**src/rtl/pop_counter_bank_if.sv**
```systemverilog
// Pop-counter bank bus: per-channel pop strobes in, idle-gated indexed readout out.
interface pop_counter_bank_if #(
   parameter int unsigned NUM_CH = 4,
   parameter int unsigned CNT_W  = 5
);
   localparam int unsigned IDX_W = (NUM_CH > 1) ? $clog2(NUM_CH) : 1;

   logic [NUM_CH-1:0] pop;
   logic              idle;
   logic              req;
   logic [IDX_W-1:0]  idx;
   logic [CNT_W-1:0]  data_out;
   logic              ovf_out;
   logic              valid;
   logic              rd_err;

   modport master (
      output pop, idle, req, idx,
      input  data_out, ovf_out, valid, rd_err
   );

   modport slave (
      input  pop, idle, req, idx,
      output data_out, ovf_out, valid, rd_err
   );
endinterface

```
**src/rtl/pop_counter_bank.sv**
```systemverilog
// Bank of per-channel FIFO pop counters with sticky overflow flags and a
// registered, idle-gated, index-addressed readout (latency 1).
module pop_counter_bank #(
   parameter int unsigned NUM_CH      = 4,
   parameter int unsigned CNT_W       = 5,
   parameter bit          SATURATE    = 1'b0,
   parameter bit          CLR_ON_READ = 1'b0
) (
   input logic               clk,
   input logic               reset_L,
   pop_counter_bank_if.slave bus
);
   localparam int unsigned      IDX_W    = (NUM_CH > 1) ? $clog2(NUM_CH) : 1;
   localparam logic [CNT_W-1:0] CNT_MAX  = '1;
   localparam logic [IDX_W:0]   NUM_CH_X = (IDX_W+1)'(NUM_CH);

   logic [CNT_W-1:0]  cnt_q [NUM_CH];
   logic [CNT_W-1:0]  cnt_d [NUM_CH];
   logic [NUM_CH-1:0] ovf_q, ovf_d;

   logic [CNT_W-1:0]  data_q, data_d;
   logic              ovf_out_q, ovf_out_d;
   logic              valid_q, valid_d;
   logic              rd_err_q, rd_err_d;

   logic              rd_acc;
   logic              rd_hit;
   logic [CNT_W-1:0]  rd_cnt;
   logic              rd_ovf;

   assign rd_acc = bus.idle & bus.req;
   assign rd_hit = rd_acc & ({1'b0, bus.idx} < NUM_CH_X);

   always_comb begin
      rd_cnt = '0;
      rd_ovf = 1'b0;
      for (int i = 0; i < int'(NUM_CH); i++) begin
         if (bus.idx == IDX_W'(i)) begin
            rd_cnt = cnt_q[i];
            rd_ovf = ovf_q[i];
         end
      end
   end

   // Clear-on-read wins over the count, but a same-cycle pop still lands as 1.
   always_comb begin
      for (int i = 0; i < int'(NUM_CH); i++) begin
         cnt_d[i] = cnt_q[i];
         ovf_d[i] = ovf_q[i];
         if (bus.pop[i]) begin
            if (cnt_q[i] == CNT_MAX) begin
               ovf_d[i] = 1'b1;
               cnt_d[i] = SATURATE ? CNT_MAX : '0;
            end else begin
               cnt_d[i] = cnt_q[i] + CNT_W'(1);
            end
         end
         if (CLR_ON_READ && rd_hit && (bus.idx == IDX_W'(i))) begin
            cnt_d[i] = bus.pop[i] ? CNT_W'(1) : '0;
            ovf_d[i] = 1'b0;
         end
      end
   end

   always_comb begin
      data_d    = '0;
      ovf_out_d = 1'b0;
      valid_d   = 1'b0;
      rd_err_d  = 1'b0;
      if (rd_acc) begin
         valid_d = 1'b1;
         if (rd_hit) begin
            data_d    = rd_cnt;
            ovf_out_d = rd_ovf;
         end else begin
            rd_err_d  = 1'b1;
         end
      end
   end

   always_ff @(posedge clk or negedge reset_L) begin
      if (!reset_L) begin
         for (int i = 0; i < int'(NUM_CH); i++) cnt_q[i] <= '0;
         ovf_q     <= '0;
         data_q    <= '0;
         ovf_out_q <= 1'b0;
         valid_q   <= 1'b0;
         rd_err_q  <= 1'b0;
      end else begin
         for (int i = 0; i < int'(NUM_CH); i++) cnt_q[i] <= cnt_d[i];
         ovf_q     <= ovf_d;
         data_q    <= data_d;
         ovf_out_q <= ovf_out_d;
         valid_q   <= valid_d;
         rd_err_q  <= rd_err_d;
      end
   end

   assign bus.data_out = data_q;
   assign bus.ovf_out  = ovf_out_q;
   assign bus.valid    = valid_q;
   assign bus.rd_err   = rd_err_q;
endmodule
```
**src/flat_wrapper.sv**
```systemverilog
// flat-port wrapper written by rule: the top's interface ports become plain ports
module pop_counter_bank_flat 
#(
   parameter int unsigned NUM_CH      = 4,
   parameter int unsigned CNT_W       = 5,
   parameter bit          SATURATE    = 1'b0,
   parameter bit          CLR_ON_READ = 1'b0
)
  (clk, reset_L, bus_pop, bus_idle, bus_req, bus_idx, bus_data_out, bus_ovf_out, bus_valid, bus_rd_err);
  pop_counter_bank_if #(.NUM_CH(NUM_CH), .CNT_W(CNT_W)) bus_i ();
  input logic clk;
  input logic reset_L;
  input wire logic [$bits(bus_i.pop)-1:0] bus_pop;
  input wire logic [$bits(bus_i.idle)-1:0] bus_idle;
  input wire logic [$bits(bus_i.req)-1:0] bus_req;
  input wire logic [$bits(bus_i.idx)-1:0] bus_idx;
  output wire logic [$bits(bus_i.data_out)-1:0] bus_data_out;
  output wire logic [$bits(bus_i.ovf_out)-1:0] bus_ovf_out;
  output wire logic [$bits(bus_i.valid)-1:0] bus_valid;
  output wire logic [$bits(bus_i.rd_err)-1:0] bus_rd_err;
  assign bus_i.pop = bus_pop;
  assign bus_i.idle = bus_idle;
  assign bus_i.req = bus_req;
  assign bus_i.idx = bus_idx;
  assign bus_data_out = bus_i.data_out;
  assign bus_ovf_out = bus_i.ovf_out;
  assign bus_valid = bus_i.valid;
  assign bus_rd_err = bus_i.rd_err;
  pop_counter_bank #(.NUM_CH(NUM_CH), .CNT_W(CNT_W), .SATURATE(SATURATE), .CLR_ON_READ(CLR_ON_READ)) u_core (.clk(clk), .reset_L(reset_L), .bus(bus_i));
endmodule
```
**config.mk**
```make
export PLATFORM = sky130hd
export DESIGN_NAME = pop_counter_bank_flat
export DESIGN_NICKNAME = d
export VERILOG_FILES = /design/src/rtl/pop_counter_bank_if.sv /design/src/rtl/pop_counter_bank.sv /design/src/flat_wrapper.sv
export SDC_FILE = /design/constraint.sdc
export NUM_CORES = 1
export LEC_CHECK = 0
export CAP_MARGIN = 5
export CORE_MARGIN = 2
export CORE_UTILIZATION = 54
export DETAILED_ROUTE_END_ITERATION = 16
export PLACE_DENSITY = 0.79
export SKIP_CTS_REPAIR_TIMING = 1
export SYNTH_ARGS = -nofsm -noshare
export SYNTH_HDL_FRONTEND = slang
export SYNTH_SLANG_ARGS = --single-unit
```
**constraint.sdc**
```tcl
create_clock -name clk -period 1.7 [get_ports clk]
set_input_delay 0.51 -clock clk [delete_from_list [all_inputs] [get_ports clk]]
set_output_delay 0.51 -clock clk [all_outputs]
set_load 0.005 [all_outputs]
```
* Word-level counts from Yosys, hierarchy flattened
Cells that the tools add are included.
** Operators by class
- $add $sub $neg :: 4
- Eq/ne operators :: 7
- Multiplexer cells :: 15
- Bitwise gates (word level) :: 1
- Reduce and logical (&&, ||, !) cells :: 5
** Operators with widths (number)
- $mux 5 :: 9
- $add 5x1->5 const B :: 4
- $eq 5x5->1 const B :: 4
- $reduce_and 2->1 :: 4
- $mux 1 :: 6
- $eq 2x2->1 const B :: 2
- $eq 2x1->1 const B :: 1
- $logic_not 2->1 :: 1
- $and 1x1->1 :: 1
** Storage, ports and cells
- Register bits after elaboration :: 31
- Output and inout port bits :: 8
- Logic and storage cells :: 43

* Logic depth before layout (Yosys ltp)
- Depth after elaboration :: 6
- Mapped depth :: 6

* Least setup slack after synthesis
Ideal clock, no wire load.
- Path kind :: reg-to-reg
- Start point :: register u_core.cnt_q[0] (netlist bit)
- End point :: register u_core.cnt_q[3] (netlist bit)
- Library setup time :: 0.116 ns
- Arrival time :: 1.386 ns
- Data required time :: 1.584 ns
- Setup slack :: 0.199 ns
- Stages on the path, launching flop included :: 6
- Path buffers :: 0
- Path through :: dfrtp_1 ha_1 and3_1 ha_1 nand2b_1 o311ai_0
** Between the ends
- Cells in the longest elaborated chain, start to end :: 2
- Elaborated cells between the ends (all ways) :: 3
- Those cells by class :: 1 x add/sub; 1 x eq/ne; 1 x mux
** RTL lines
- start, declared :: line pop_counter_bank.sv:17 : logic [CNT_W-1:0] cnt_q [NUM_CH];
- $add 5x1->5 / $eq 5x5->1 (equally long branches) :: line pop_counter_bank.sv:55, pop_counter_bank.sv:51
- $mux 5 * :: line pop_counter_bank.sv:51 : if (cnt_q[i] == CNT_MAX) begin
Every way passes the cells marked *; elsewhere a longest branch is shown, timed or not.
A chain may end at the register's enable or synchronous reset.

* Worst setup path in the final report
- Start point :: register u_core.data_q[4], in the netlist u_core.bus.data_out[4]
- End point :: output port bus_data_out[4]
** RTL lines
- start, declared :: line pop_counter_bank.sv:21 : logic [CNT_W-1:0] data_q, data_d;
- start signal, assigned :: line pop_counter_bank.sv:92 : data_q <= data_d;
- end, declared :: line flat_wrapper.sv:17 : output wire logic [$bits(bus_i.data_out)-1:0] bus_data_out;
No word-level cell between the ends.

==> impl_metrics.ini <==
[die]
dieHeight_um = 56.4
core.rowCount = 19
core_um2 = 2690
die_x_um = 56.4
start_util = 0.552
die_area_um2 = 3180
io_pins = 18

[timing]
fin_skew_ps = 6.74
finalCriticalPeriod_ps = 1660
rsz0062_at_grt = false
fin_crit_sh = 0.974
tns_ps = 0
hold_viol = 0
setup_viol = 0
final_max_slew_viol_count = 0
hold-worst-slack_ps = 474
clock.fmax_mhz = 604

[synthesis]
syn-num-nets = 132
synth_edf_count = 0
synth.area.top_cells = dfrtp_1 52%, mux4_2 9.1%, ha_1 6.8%
ys_ff_latch = 31
yosys_warnings = 0
synth_cell_types = 21
ys_seq_area_frac = 0.523
synth_most_common_cell = dfrtp_1
yosysTopAreaCell = dfrtp_1
ys.flop_type = dfrtp_1
synth_top_area_frac = 0.523
synthTopCellsByCount = 31 x dfrtp_1, 11 x nand2b_1, 10 x o21ai_0
syn_inst = 114
synthArstFlopShare = 1.00
syn_area_um2 = 1480
syn_area_per_cell_um2 = 13.0

[route]
drt-pass1-iter-count = 4
vias = 966
drc = 0
routed_wl_um = 2820
avgViaCountPerCell = 5.65
first_iter_violations = 32
ant_nets = 0
wl_per_cell_um = 16.5

[power_and_ir_drop]
p_per_area_nw_per_um2 = 1360
peakVddDrop_uv = 1130
fin_total_pwr_mw = 2.44
power_leakage_nw = 0.859

[grt]
grt_overflow = 0
grt_pass1_wl_um = 4470
grt_max_degree = 32
antenna_found_initial = 0
grt_pass1_vias = 936
grt_usage = 0.191

[cells_and_area]
drive_gt1_frac = 0.186
n_antenna_cell = 0
nets = 159
nFillCells = 195
multi_input_area_um2 = 688
final_cells = 171
seq_area_um2 = 776
area_growth_pct = 20.8
postLayoutCoreUtil = 0.667

[setup_path]
worstPathRequired_ps = 1190
cp-start-kind = flop
cpMaxStageDelayCell = clkdlybuf4s50_1
max_stage_delay_ps = 490
cp_num_buf_inv = 1
worstPathCellList = clkdlybuf4s50_1
cp_max_fo = 1
arrival_ps = 1150
cp_top_family = buffers and inverters
r2r_slack_ps = 90
path_class = flop to output pin
end_kind = output pin

[placement]
post-dp-hpwl_um = 2120
place.gp.congestion = 0.750
io_buffers = 16
dpl.cell_count = 165

[hold_path]
hp-class = flop to flop

[status]
status = finished clean

[clocking]
clkTransAtPathRegs_ps = 90
htreeDepth = 2
tritoncts = yes
numCtsBuffers = 5
clock_latency_ps = 320
clockRootBuffer = clkbuf_4
cts_buffer_depth = 2
clock_sinks = 31

[flow_run]
max-cap-violations = 0
==> per-layer routing <==
metal	up-vias	part of all wire	GRT usage
li1	470	-	-
met1	461	0.44	0.245
met2	31	0.49	0.296
met3	4	0.059	0.0783
met4	0	0.015	0.0646
met5	-	0	0
==> path summary, 6_finish.rpt <==
path | endpoint | depth (start not counted) | start
worst max-delay path | bus_data_out[4] | 1 | u_core.bus.data_out[4]$_DFF_PN0_
worst max register to register | u_core.cnt_q[13]$_DFFE_PN0P_ | 5 | u_core.cnt_q[11]$_DFFE_PN0P_
worst min register to register | u_core.ovf_q[2]$_DFFE_PN0P_ | 1 | u_core.ovf_q[2]$_DFFE_PN0P_
max in group asynchronous | u_core.cnt_q[12]$_DFFE_PN0P_ | 2 | reset_L
min in group asynchronous | u_core.cnt_q[15]$_DFFE_PN0P_ | 2 | reset_L
worst min-delay path | u_core.ovf_q[2]$_DFFE_PN0P_ | 1 | u_core.ovf_q[2]$_DFFE_PN0P_
==> cell families (layout without fill, tap and decap cells) <==
logic type / count (synthesis) / in the layout / share of synthesized area
AOI/OAI and AO/OA: 18 / 18 / 0.0776
adders and majority gates: 8 / 8 / 0.0675
buffers and inverters: 4 / 30 / 0.0177
DFF: 31 / 31 / 0.523
muxes: 17 / 17 / 0.171
other: 1 / 1 / 0.00253
and+or+nand+nor: 35 / 35 / 0.140
==> power breakdown <==
group          internal (mW)  switching [mW]
Combinational          0.482           0.289
Clock                  0.147           0.224
Sequential              1.01           0.283
==> registers in the layout, indices dropped and copies added (netlist names) <==
signal,count
u_core.bus.data_out,5
u_core.cnt_q,20
u_core.ovf_q,4
u_core.bus.valid,1
u_core.bus.ovf_out,1
==> stage by stage <==
| step | cell area (um^2) | setup WS (ps) |
|---|---|---|
| final | 1790 | 44.4 |
| after global routing | 1790 | 0.846 |
| after CTS | 1780 | 13.2 |
| after detailed placement | 1740 | -253 |
| after global placement | 1740 | -207 |
| after floorplan | 1480 | 199 |
==> final cells by class <==
cell class / count / share of cell area
flip-flops and latches: 31 / 0.433
repair buffers: 23 / 0.136
clock buffers: 6 / 0.0231
inverters: 1 / 0.00210
multi-input cells: 79 / 0.384
well taps: 31 / 0.0217
==> cells in the final DEF (no fill, tap or decap), types with 2 or more instances in the layout <==
master           count
nand2_1              4
ha_1                 8
dlymetal6s2s_1       2
o311ai_0             2
mux2_2               7
a21o_1               4
nand2b_1            11
mux4_2               6
and2_1               7
and3_1               5
dfrtp_1             31
clkdlybuf4s50_1     14
mux2i_1              4
clkbuf_4             5
buf_12               2
nand3_1              3
o21ai_0             10
buf_4                5
nand3b_1             4
Power figures use the tool's default switching activity.
